==> config.mk <==
export PLATFORM = sky130hd
export DESIGN_NAME = adc_frame_packer_flat
export DESIGN_NICKNAME = d
export VERILOG_FILES = /design/src/rtl/adc_frame_packer_if.sv /design/src/rtl/adc_frame_packer.sv /design/src/flat_wrapper.sv
export SDC_FILE = /design/constraint.sdc
export NUM_CORES = 1
export LEC_CHECK = 0
export ABC_AREA = 1
export CAP_MARGIN = 20
export CORE_ASPECT_RATIO = 1.2
export CORE_UTILIZATION = 30
export CTS_CLUSTER_SIZE = 12
export DETAILED_ROUTE_END_ITERATION = 10
export GPL_TIMING_DRIVEN = 0
export PLACE_DENSITY_LB_ADDON = 0.15
export SLEW_MARGIN = 40
export SYNTH_ARGS = -nofsm -noshare
export SYNTH_HDL_FRONTEND = slang
export SYNTH_SLANG_ARGS = --single-unit
==> constraint.sdc <==
create_clock -name InputClock -period 3.8 [get_ports InputClock]
set_clock_uncertainty 0.05 [all_clocks]
set_input_delay 0.76 -clock InputClock [delete_from_list [all_inputs] [get_ports InputClock]]
set_output_delay 0.76 -clock InputClock [all_outputs]
set_load 0.02 [all_outputs]
==> src/rtl/adc_frame_packer_if.sv <==
// FIFO-side bus of adc_frame_packer: the packed data word, the TLP header write port
// and the data-FIFO full flag. The packer drives the master modport and the FIFOs sit on slave.
interface adc_frame_packer_if;
    logic [63:0] TLPData;
    logic        DataWriteEnable;
    logic [39:0] TLPHeader;
    logic        HeaderWriteEnable;
    logic        DataFull;

    modport master (output TLPData, DataWriteEnable, TLPHeader, HeaderWriteEnable,
                    input  DataFull);
    modport slave  (input  TLPData, DataWriteEnable, TLPHeader, HeaderWriteEnable,
                    output DataFull);
endinterface

==> src/rtl/adc_frame_packer.sv <==
// Packs ADC samples into 64-bit words grouped into frames and TLPs, emitting a header per TLP.
// Optional ADC_TEST_PATTERN_EN replaces every selected sample with a free-running counter.
module adc_frame_packer #(
    parameter int NUM_CH    = 2,
    parameter int SAMPLE_W  = 8,
    parameter int TLP_WORDS = 15
) (
    input  logic                       InputClock,
    input  logic                       rst_n,
    input  logic [NUM_CH*SAMPLE_W-1:0] i_AdcData,
    input  logic                       i_AdcValid,
    input  logic                       i_Enable,
    input  logic [12:0]                i_FrameLength,
    input  logic                       i_AutoSwitch,
    input  logic [NUM_CH-1:0]          i_ChannelMask,
    input  logic [1:0]                 i_SelectedChannel,
    input  logic [15:0]                i_BufferLengthTLPs,
    adc_frame_packer_if.master         fifo,
    output logic                       o_FrameStart,
    output logic                       o_Overflow,
    output logic [15:0]                o_DropCount
);
    localparam int SPW = 64 / SAMPLE_W;

    typedef enum logic [1:0] {IDLE, PACK, GAP} state_t;
    state_t r_state, w_nextState;

    logic [12:0]         r_frameLast;
    logic                r_autoSwitch;
    logic [NUM_CH-1:0]   r_chanMask;
    logic [3:0]          r_sampleCnt;
    logic [12:0]         r_wordCnt;
    logic [4:0]          r_tlpPos;
    logic [15:0]         r_tlpCounter, r_bufCounter;
    logic [1:0]          r_chan;
    logic [63:0]         r_word, r_tlpData;
    logic [39:0]         r_tlpHeader;
    logic                r_dataWe, r_headerWe, r_frameStart, r_overflow;
    logic [15:0]         r_dropCount;

    logic                w_accept, w_gapSample, w_enterPack, w_wordDone, w_lastWord;
    logic [12:0]         w_frameLast;
    logic [15:0]         w_tlpLast;
    logic [3:0]          w_maskNow, w_maskLatched;
    logic [1:0]          w_firstChan, w_stepChan, w_higherChan, w_manChan, w_chan;
    logic                w_hasHigher;
    logic [SAMPLE_W-1:0] w_sample, w_dataSample;
    logic [63:0]         w_wordNext;

    assign w_frameLast = (i_FrameLength == 13'd0) ? 13'd0 : i_FrameLength - 13'd1;
    assign w_tlpLast   = (i_BufferLengthTLPs == 16'd0) ? 16'd0 : i_BufferLengthTLPs - 16'd1;
    assign w_wordDone  = (r_sampleCnt == 4'(SPW - 1));
    assign w_lastWord  = (r_wordCnt == r_frameLast);
    assign w_manChan   = ({1'b0, i_SelectedChannel} < 3'(NUM_CH)) ? i_SelectedChannel : 2'd0;
    assign w_chan      = r_autoSwitch ? r_chan : w_manChan;

    // Rotation: lowest set bit starts a frame, then the next higher set bit with wrap-around.
    always_comb begin
        w_maskNow     = 4'(i_ChannelMask);
        w_maskLatched = 4'(r_chanMask);
        w_firstChan   = 2'd0;
        w_stepChan    = 2'd0;
        w_higherChan  = 2'd0;
        w_hasHigher   = 1'b0;
        for (int c = 3; c >= 0; c--) begin
            if (w_maskNow[c]) w_firstChan = 2'(c);
            if (w_maskLatched[c]) begin
                w_stepChan = 2'(c);
                if (2'(c) > r_chan) begin
                    w_higherChan = 2'(c);
                    w_hasHigher  = 1'b1;
                end
            end
        end
        if (w_hasHigher) w_stepChan = w_higherChan;
    end

    always_comb begin
        w_sample = i_AdcData[SAMPLE_W-1:0];
        for (int c = 0; c < NUM_CH; c++)
            if (w_chan == 2'(c)) w_sample = i_AdcData[c*SAMPLE_W +: SAMPLE_W];
    end

`ifdef ADC_TEST_PATTERN_EN
    logic [SAMPLE_W-1:0] r_pattern;

    always_ff @(posedge InputClock or negedge rst_n) begin
        if (!rst_n)          r_pattern <= '0;
        else if (i_AdcValid) r_pattern <= r_pattern + 1'b1;
    end

    assign w_dataSample = r_pattern;
`else
    assign w_dataSample = w_sample;
`endif

    // First sample of a word lands in the MSBs; the word restarts from zero so spare LSBs stay 0.
    always_comb begin
        w_wordNext = (r_sampleCnt == 4'd0) ? 64'd0 : r_word;
        for (int k = 0; k < SPW; k++)
            if (r_sampleCnt == 4'(k)) w_wordNext[63 - k*SAMPLE_W -: SAMPLE_W] = w_dataSample;
    end

    always_ff @(posedge InputClock or negedge rst_n) begin
        if (!rst_n) r_state <= IDLE;
        else        r_state <= w_nextState;
    end

    // Enable low wins over everything, so a word completing on that edge is simply lost.
    always_comb begin
        w_nextState = r_state;
        w_accept    = 1'b0;
        w_gapSample = 1'b0;
        w_enterPack = 1'b0;
        if (!i_Enable) begin
            w_nextState = IDLE;
        end else begin
            case (r_state)
                IDLE: begin
                    w_nextState = PACK;
                    w_enterPack = 1'b1;
                end
                PACK: begin
                    if (i_AdcValid) begin
                        w_accept = 1'b1;
                        if (w_wordDone && w_lastWord) w_nextState = GAP;
                    end
                end
                GAP: begin
                    if (i_AdcValid) begin
                        w_gapSample = 1'b1;
                        if (w_wordDone) begin
                            w_nextState = PACK;
                            w_enterPack = 1'b1;
                        end
                    end
                end
                default: w_nextState = IDLE;
            endcase
        end
    end

    // Datapath; the TLP position advances on dropped words too so framing never slips.
    always_ff @(posedge InputClock or negedge rst_n) begin
        if (!rst_n) begin
            r_frameLast  <= '0;
            r_autoSwitch <= 1'b0;
            r_chanMask   <= '0;
            r_sampleCnt  <= '0;
            r_wordCnt    <= '0;
            r_tlpPos     <= '0;
            r_tlpCounter <= '0;
            r_bufCounter <= '0;
            r_chan       <= '0;
            r_word       <= '0;
            r_tlpData    <= '0;
            r_tlpHeader  <= '0;
            r_dataWe     <= 1'b0;
            r_headerWe   <= 1'b0;
            r_frameStart <= 1'b0;
            r_overflow   <= 1'b0;
            r_dropCount  <= '0;
        end else begin
            r_dataWe     <= 1'b0;
            r_headerWe   <= 1'b0;
            r_frameStart <= w_enterPack;
            if (w_enterPack) begin
                r_frameLast  <= w_frameLast;
                r_autoSwitch <= i_AutoSwitch;
                r_chanMask   <= i_ChannelMask;
                r_chan       <= w_firstChan;
                r_sampleCnt  <= '0;
                r_wordCnt    <= '0;
            end else if (w_accept) begin
                r_chan <= w_stepChan;
                r_word <= w_wordNext;
                if (w_wordDone) begin
                    r_sampleCnt <= '0;
                    r_wordCnt   <= r_wordCnt + 13'd1;
                    if (!fifo.DataFull) begin
                        r_tlpData <= w_wordNext;
                        r_dataWe  <= 1'b1;
                    end else begin
                        r_overflow <= 1'b1;
                        if (r_dropCount != 16'hFFFF) r_dropCount <= r_dropCount + 16'd1;
                    end
                    if (r_tlpPos == 5'(TLP_WORDS - 1)) begin
                        r_tlpPos <= '0;
                        if (!fifo.DataFull) begin
                            r_tlpHeader <= {r_bufCounter, r_tlpCounter, i_SelectedChannel,
                                            r_autoSwitch, r_overflow, 4'b1111};
                            r_headerWe  <= 1'b1;
                        end
                        if (r_tlpCounter == w_tlpLast) begin
                            r_tlpCounter <= '0;
                            r_bufCounter <= r_bufCounter + 16'd1;
                        end else begin
                            r_tlpCounter <= r_tlpCounter + 16'd1;
                        end
                    end else begin
                        r_tlpPos <= r_tlpPos + 5'd1;
                    end
                end else begin
                    r_sampleCnt <= r_sampleCnt + 4'd1;
                end
            end else if (w_gapSample) begin
                r_sampleCnt <= r_sampleCnt + 4'd1;
            end
        end
    end

    assign fifo.TLPData           = r_tlpData;
    assign fifo.DataWriteEnable   = r_dataWe;
    assign fifo.TLPHeader         = r_tlpHeader;
    assign fifo.HeaderWriteEnable = r_headerWe;
    assign o_FrameStart           = r_frameStart;
    assign o_Overflow             = r_overflow;
    assign o_DropCount            = r_dropCount;
endmodule

==> src/flat_wrapper.sv <==
// flat-port wrapper written by rule: the top's interface ports become plain ports
module adc_frame_packer_flat 
#(
    parameter int NUM_CH    = 2,
    parameter int SAMPLE_W  = 8,
    parameter int TLP_WORDS = 15
)
  (InputClock, rst_n, i_AdcData, i_AdcValid, i_Enable, i_FrameLength, i_AutoSwitch, i_ChannelMask, i_SelectedChannel, i_BufferLengthTLPs, o_FrameStart, o_Overflow, o_DropCount, fifo_TLPData, fifo_DataWriteEnable, fifo_TLPHeader, fifo_HeaderWriteEnable, fifo_DataFull);
  adc_frame_packer_if fifo_i ();
  input  logic InputClock;
  input  logic rst_n;
  input  logic [NUM_CH*SAMPLE_W-1:0] i_AdcData;
  input  logic i_AdcValid;
  input  logic i_Enable;
  input  logic [12:0] i_FrameLength;
  input  logic i_AutoSwitch;
  input  logic [NUM_CH-1:0] i_ChannelMask;
  input  logic [1:0] i_SelectedChannel;
  input  logic [15:0] i_BufferLengthTLPs;
  output logic o_FrameStart;
  output logic o_Overflow;
  output logic [15:0] o_DropCount;
  output wire logic [$bits(fifo_i.TLPData)-1:0] fifo_TLPData;
  output wire logic [$bits(fifo_i.DataWriteEnable)-1:0] fifo_DataWriteEnable;
  output wire logic [$bits(fifo_i.TLPHeader)-1:0] fifo_TLPHeader;
  output wire logic [$bits(fifo_i.HeaderWriteEnable)-1:0] fifo_HeaderWriteEnable;
  input wire logic [$bits(fifo_i.DataFull)-1:0] fifo_DataFull;
  assign fifo_TLPData = fifo_i.TLPData;
  assign fifo_DataWriteEnable = fifo_i.DataWriteEnable;
  assign fifo_TLPHeader = fifo_i.TLPHeader;
  assign fifo_HeaderWriteEnable = fifo_i.HeaderWriteEnable;
  assign fifo_i.DataFull = fifo_DataFull;
  adc_frame_packer #(.NUM_CH(NUM_CH), .SAMPLE_W(SAMPLE_W), .TLP_WORDS(TLP_WORDS)) u_core (.InputClock(InputClock), .rst_n(rst_n), .i_AdcData(i_AdcData), .i_AdcValid(i_AdcValid), .i_Enable(i_Enable), .i_FrameLength(i_FrameLength), .i_AutoSwitch(i_AutoSwitch), .i_ChannelMask(i_ChannelMask), .i_SelectedChannel(i_SelectedChannel), .i_BufferLengthTLPs(i_BufferLengthTLPs), .fifo(fifo_i), .o_FrameStart(o_FrameStart), .o_Overflow(o_Overflow), .o_DropCount(o_DropCount));
endmodule
# [After elaboration in Yosys (flattened, before gate mapping)]
# Cells that the tools add are included.
# Widths: inputs -> output; s select.
[totals] reg_bits=262 input_bits=55 output_inout_bits=124
[classes] addsub=8 order_cmp=3 n_eq_ne=18 muxes=61 n_bitwise=2 n_reduce_logical=18
[ops] cell="$mux 8" n=9
[ops] cell="$mux 64" n=1
[ops] cell="$mux 13" n=4
[ops] cell="$add 16x1->16 const B" n=3
[ops] cell="$mux 16" n=2
[ops] cell="$mux 2" n=15
[ops] cell="$mux 1" n=23
[ops] cell="$eq 16x16->1" n=1
[ops] cell="$eq 4x3->1 const B" n=4
[ops] cell="$logic_not 16->1" n=1
[ops] cell="$mux 4" n=4
[ops] cell="$ne 16x16->1 const B" n=1
[ops] cell="$reduce_and 4->1" n=4
[ops] cell="$sub 16x1->16 const B" n=1
[ops] cell="$reduce_and 5->1" n=3
[ops] cell="$add 13x1->13 const B" n=1
[ops] cell="$eq 13x13->1" n=1
[ops] cell="$logic_not 13->1" n=1
[ops] cell="$sub 13x1->13 const B" n=1
[ops] cell="$eq 4x2->1 const B" n=2
[ops] cell="$ne 3x2->1 const B" n=2
[ops] cell="$ne 3x3->1 const B" n=2
[ops] cell="$pmux 2 s3" n=1
[ops] cell="$add 5x1->5 const B" n=1
[ops] cell="other kinds (17)" n=22

# [Depth between registers and ports, before layout]
[depth] ltp_word=8 ltp_mapped=18 ltp_nobuf=17

# [Least setup slack after synthesis]
# OpenSTA, ideal clock, no wires.
[synth_path] path_type="input to register" start="input i_BufferLengthTLPs[0]" end="register u_core.r_tlpCounter[11]" arrival_time_ns=2.513 required_ns=3.638 setup_slack_ns=1.126 path_stages=16 n_path_buf=3 path_cell_list="inv_1 ha_1 nand2_2 nor2_2 nand2_2 buf_6 nand3_1 nand2_1 nor2_2 nand3_2 nor2_4 nand3_2 buf_6 buf_6 nand3_2 inv_2"
[synth_between] elab_chain_len=4 elab_cells_between_ends=5 classes_between="1 x add/sub; 1 x eq/ne; 2 x mux; 1 x reduce/logical"
[synth_lines] item="from (decl)" line_no="flat_wrapper.sv:19" source="input logic [15:0] i_BufferLengthTLPs;"
[synth_lines] item="$sub 16x1->16 / $logic_not 16->1 (equally long branches)" line_no="adc_frame_packer.sv:51" source="assign w_tlpLast = (i_BufferLengthTLPs == 16'd0) ? 16'd0 : i_BufferLengthTLPs - 16'd1;"
[synth_lines] item="$mux 16 (*)" line_no="adc_frame_packer.sv:51"
[synth_lines] item="$eq 16x16->1 (*)" line_no="adc_frame_packer.sv:194" source="if (r_tlpCounter == w_tlpLast) begin"
[synth_lines] item="$mux 16 (*)" line_no="adc_frame_packer.sv:194"
[synth_lines] item="to (signal assigned)" line_no="adc_frame_packer.sv:198" source="r_tlpCounter <= r_tlpCounter + 16'd1;"
[synth_lines] item="to (decl)" line_no="adc_frame_packer.sv:34" source="logic [15:0] r_tlpCounter, r_bufCounter;"
# Every way passes the cells marked *; elsewhere a longest branch is shown, timed or not.
# A chain may end at the register's enable or synchronous reset.

# [Worst setup path after layout]
[layout_path] start="input i_Enable" end="register u_core.r_tlpData[49] (netlist: u_core.fifo.TLPData[49])"
[layout_between] elab_chain_len=3 elab_cells_between_ends=4 classes_between="2 x mux; 1 x bitwise; 1 x reduce/logical"
[layout_lines] item="from (decl)" line_no="flat_wrapper.sv:14" source="input logic i_Enable;"
[layout_lines] item="$mux 1" line_no="adc_frame_packer.sv:115" source="if (!i_Enable) begin"
[layout_lines] item="$not 1->1 (no line)"
[layout_lines] item="$reduce_and 4->1 (no line) (*)"
[layout_lines] item="to (signal assigned)" line_no="adc_frame_packer.sv:181" source="r_tlpData <= w_wordNext;"
[layout_lines] item="to (decl)" line_no="adc_frame_packer.sv:36" source="logic [63:0] r_word, r_tlpData;"
# Marked as above.

==> reports/qor.txt <==
status -> finished, final reports clean
largest net degree at the start of global routing -> 68
Sw Ratio -> 0.291
Die H -> 225 µm
later-pin clock latency in the skew report -> 0.58 ns
post-route cell area -> 16100 µm²
r2r endpoint -> u_core.fifo.TLPData[49]
maximum VDD drop -> 0.310 mV
post-detailed-route wirelength per cell -> 15.8 µm
Area Growth Syn to Fin -> 29.8%
routed vias/inst -> 4.75
worst reg2reg setup slack -> 0.98 ns
Clock Pin Slew Worst Setup and Hold Paths -> 0.06 ns
Max Cap Viol -> 0
Synth area leader -> dfrtp_1
Yosys warnings -> 0
DRC -> 0
global-route wire length before repair -> 57.8 mm
post-route ant nets -> 0
Primary FF master, synth -> dfrtp_1
gr ovfl total -> 0
Final setup viols -> 0
ys async rst share -> 1.00
Net Count, Synth -> 1569
CP startpoint -> i_Enable
vias in the first global route -> 10400
crit path time final -> 3.02 ns
final net count -> 1785
Ports -> 179
# port buffers -> 178
Crit path max-delay family -> buffers and inverters
register share of total power -> 0.428
max frequency -> 332 MHz
root buffer cell -> clkbuf_16
R2R depth -> 10
Syn Inst Count -> 1502
leakage power -> 7.26 nW
Tcrit/Tclk final -> 0.793
Int Power -> 5.16 mW
synth cell count leaders -> nand2_1, dfrtp_1, o21ai_0
worst path bufs/invs -> 4
Netlist cell types -> 40
Hold Path Sink -> u_core.r_bufCounter[14]
Switch Pwr -> 2.12 mW
Hold WC Path Type -> register to register
Antenna diodes -> 0
clk sinks -> 258
post-synthesis sequential area ratio -> 0.519
CP required -> 4.18 ns
Setup crit start kind -> input pin
GPL Wtd Cong -> 0.827
CTS tree -> done
post-synthesis instance area -> 12400 µm²
worst-path maximum fanout -> 10
layout cells sized above 1 -> 0.0793
CP endpoint kind -> register
Clock Power Share -> 0.405
core area -> 40800 µm²
H-tree depth -> 1
EDFF count, synth -> 0
DRT Pass-1 Iters -> 5
post-synth top area share -> 0.519
post-synthesis register bit count -> 258
final WL -> 35.9 mm
critical path class -> input pin to register
reg2reg start -> u_core.r_sampleCnt[0]
slowest cell delay on critical path -> 0.56 ns
HPWL after DPL -> 26.0 mm
site row count -> 81
Tightest Pin Transition -> 0.842 ns
count leader, synth -> nand2_1
Post-CTS Resized -> 0
Max Slew Vio Count -> 0
Hold Crit Depth -> 2
Initial Util -> 0.304
Hold WS -> 0.425 ns
cell area after placement -> 15100 µm²
number of DRC markers in iteration 0 -> 656
via count -> 10800
Die X -> 188 µm
initial antenna violation count -> 0
Arrival @ worst endpoint -> 3.40 ns
Die Area -> 42300 µm²
Critical-path top delay cell -> clkdlybuf4s50_1
Longest Clk Path Bufs -> 3
average size of a mapped cell -> 8.28 µm²
ranking of synthesized cells by area -> dfrtp_1, nand2_1, o21ai_0
critical-path cell list -> clkdlybuf4s50_1 > nand3_1 > nor2_2 > nand2_2 > nor2_2 > inv_2 > clkbuf_1 > clkbuf_1 > nand2_1 > o21ai_0
Fin. Hold Viols -> 0
Slew Limit Headroom -> 0.428
GRT Util Overall -> 0.170
Worst Hold Launch -> u_core.r_bufCounter[14]
Comb power frac -> 0.167
CTS buffer count -> 29
RSZ-0062 raised after global routing -> no
Pwr Density -> 452 nW/µm²
## placed cells by master (no fill, tap or decap), types with 2 or more instances in the layout
cell type	instances
nand2_1	395
nor3b_1	2
o21ai_0	179
o32ai_1	2
nor2_4	4
nor4_1	5
nor2_1	115
clkdlybuf4s50_1	177
clkbuf_16	29
nor3_1	24
clkbuf_1	55
xnor2_1	13
ha_1	12
buf_6	7
o21bai_1	2
bufinv_16	3
mux2i_4	7
nand2_2	6
nand4_1	36
clkbuf_8	8
inv_2	18
o22ai_1	20
nand3b_1	3
buf_2	3
dfrtp_1	258
clkinv_2	2
nand3_1	64
xor2_1	24
inv_1	134
nand3_2	14
or2_2	4
o21ai_1	18
buf_4	6
a21oi_1	10
o31ai_1	2
buf_16	4
a31oi_1	46
nor2_2	15
## flip-flops by register name, summed over array words and instances, names as in the netlist
register                       count
u_core.fifo.TLPData               64
u_core.r_word                     64
u_core.fifo.TLPHeader             37
u_core.o_DropCount                16
u_core.r_bufCounter               16
u_core.r_tlpCounter               16
u_core.r_frameLast                13
u_core.r_wordCnt                  13
u_core.r_tlpPos                    5
u_core.r_sampleCnt                 4
u_core.r_chanMask                  2
u_core.r_state                     2
u_core.fifo.DataWriteEnable        1
u_core.fifo.HeaderWriteEnable      1
u_core.o_FrameStart                1
u_core.o_Overflow                  1
u_core.r_autoSwitch                1
u_core.r_chan                      1
## power groups by stage
| stage | clock network (mW) | logic (mW) | registers, mW |
|---|---|---|---|
| CTS | 3.05 | 1.23 | 3.12 |
| global route | 3.13 | 1.38 | 3.15 |
| detailed placement | 0 | 1.22 | 3.16 |
| global placement | 0 | 1.15 | 3.16 |
| floorplan | 0 | 0.712 | 3.15 |
| finish | 2.95 | 1.22 | 3.12 |
## worst reg2reg max path, stage by stage (launching register included)
cell	delay [ns]
dfrtp_1	0.40
ha_1	0.22
inv_1	0.15
nor3_4	0.08
nand2_2	0.16
nor2_2	0.11
inv_2	0.25
clkbuf_1	0.55
clkbuf_1	0.55
nand2_1	0.11
o21ai_0	0.11
## cells by family after synthesis
group	after synthesis	share of synthesized area
adder cells (fa/ha/maj)	12	0.0121
XOR/XNOR	37	0.0261
AND/OR/NAND/NOR	691	0.244
multiplexers	8	0.00644
flip-flops	258	0.519
buffers and inverters	215	0.0700
AO/OA/AOI/OAI	281	0.122
## worst max-delay path by stage
stage,endpoint,slack (ns),cells after the start
floorplan,u_core.r_tlpCounter[11],1.13,16
global placement,u_core.fifo.TLPData[13],-9.93,1
detailed placement,u_core.fifo.TLPHeader[13],0.14,11
CTS,u_core.fifo.TLPHeader[13],0.74,11
global route,u_core.r_bufCounter[13],0.52,17
finish,u_core.fifo.TLPData[49],0.78,10
## area by class of cell
cell class | instances | area [µm²]
buffer | 62 | 297
clock buffer | 45 | 866
clock inverter | 8 | 136
fill | 4137 | 24700
inverter | 153 | 574
multi-input combinational | 1029 | 5200
sequential | 258 | 6460
tap | 539 | 674
timing repair buffer | 185 | 1930
## what timing repair did
action,in CTS,in global routing
hold endpoints to repair,35,0
buffers inserted,0,0
hold buffers,1,0
## stage by stage
step | total power, mW | setup WS (ns) | instances | utilization | setup TNS (ns)
floorplan | 3.86 | 1.13 | 1502 | - | 0
CTS | 7.39 | 0.736 | 2279 | 0.395 | 0
detailed placement | 4.39 | 0.138 | 2225 | 0.370 | 0
global route | 7.66 | 0.519 | 2279 | 0.395 | 0
finish | 7.29 | 0.785 | 2279 | 0.395 | 0
global placement | 4.31 | -9.93 | 2219 | 0.365 | -2554.13
## per-layer routing
metal  global-route usage  up-vias  part of all wire
li1                     -     5367                 -
met1                0.229     5104              0.46
met2                0.275      285              0.46
met3               0.0249       61             0.047
met4               0.0698        0             0.031
met5                    0        -                 0
(Power assumes the default switching activity.)
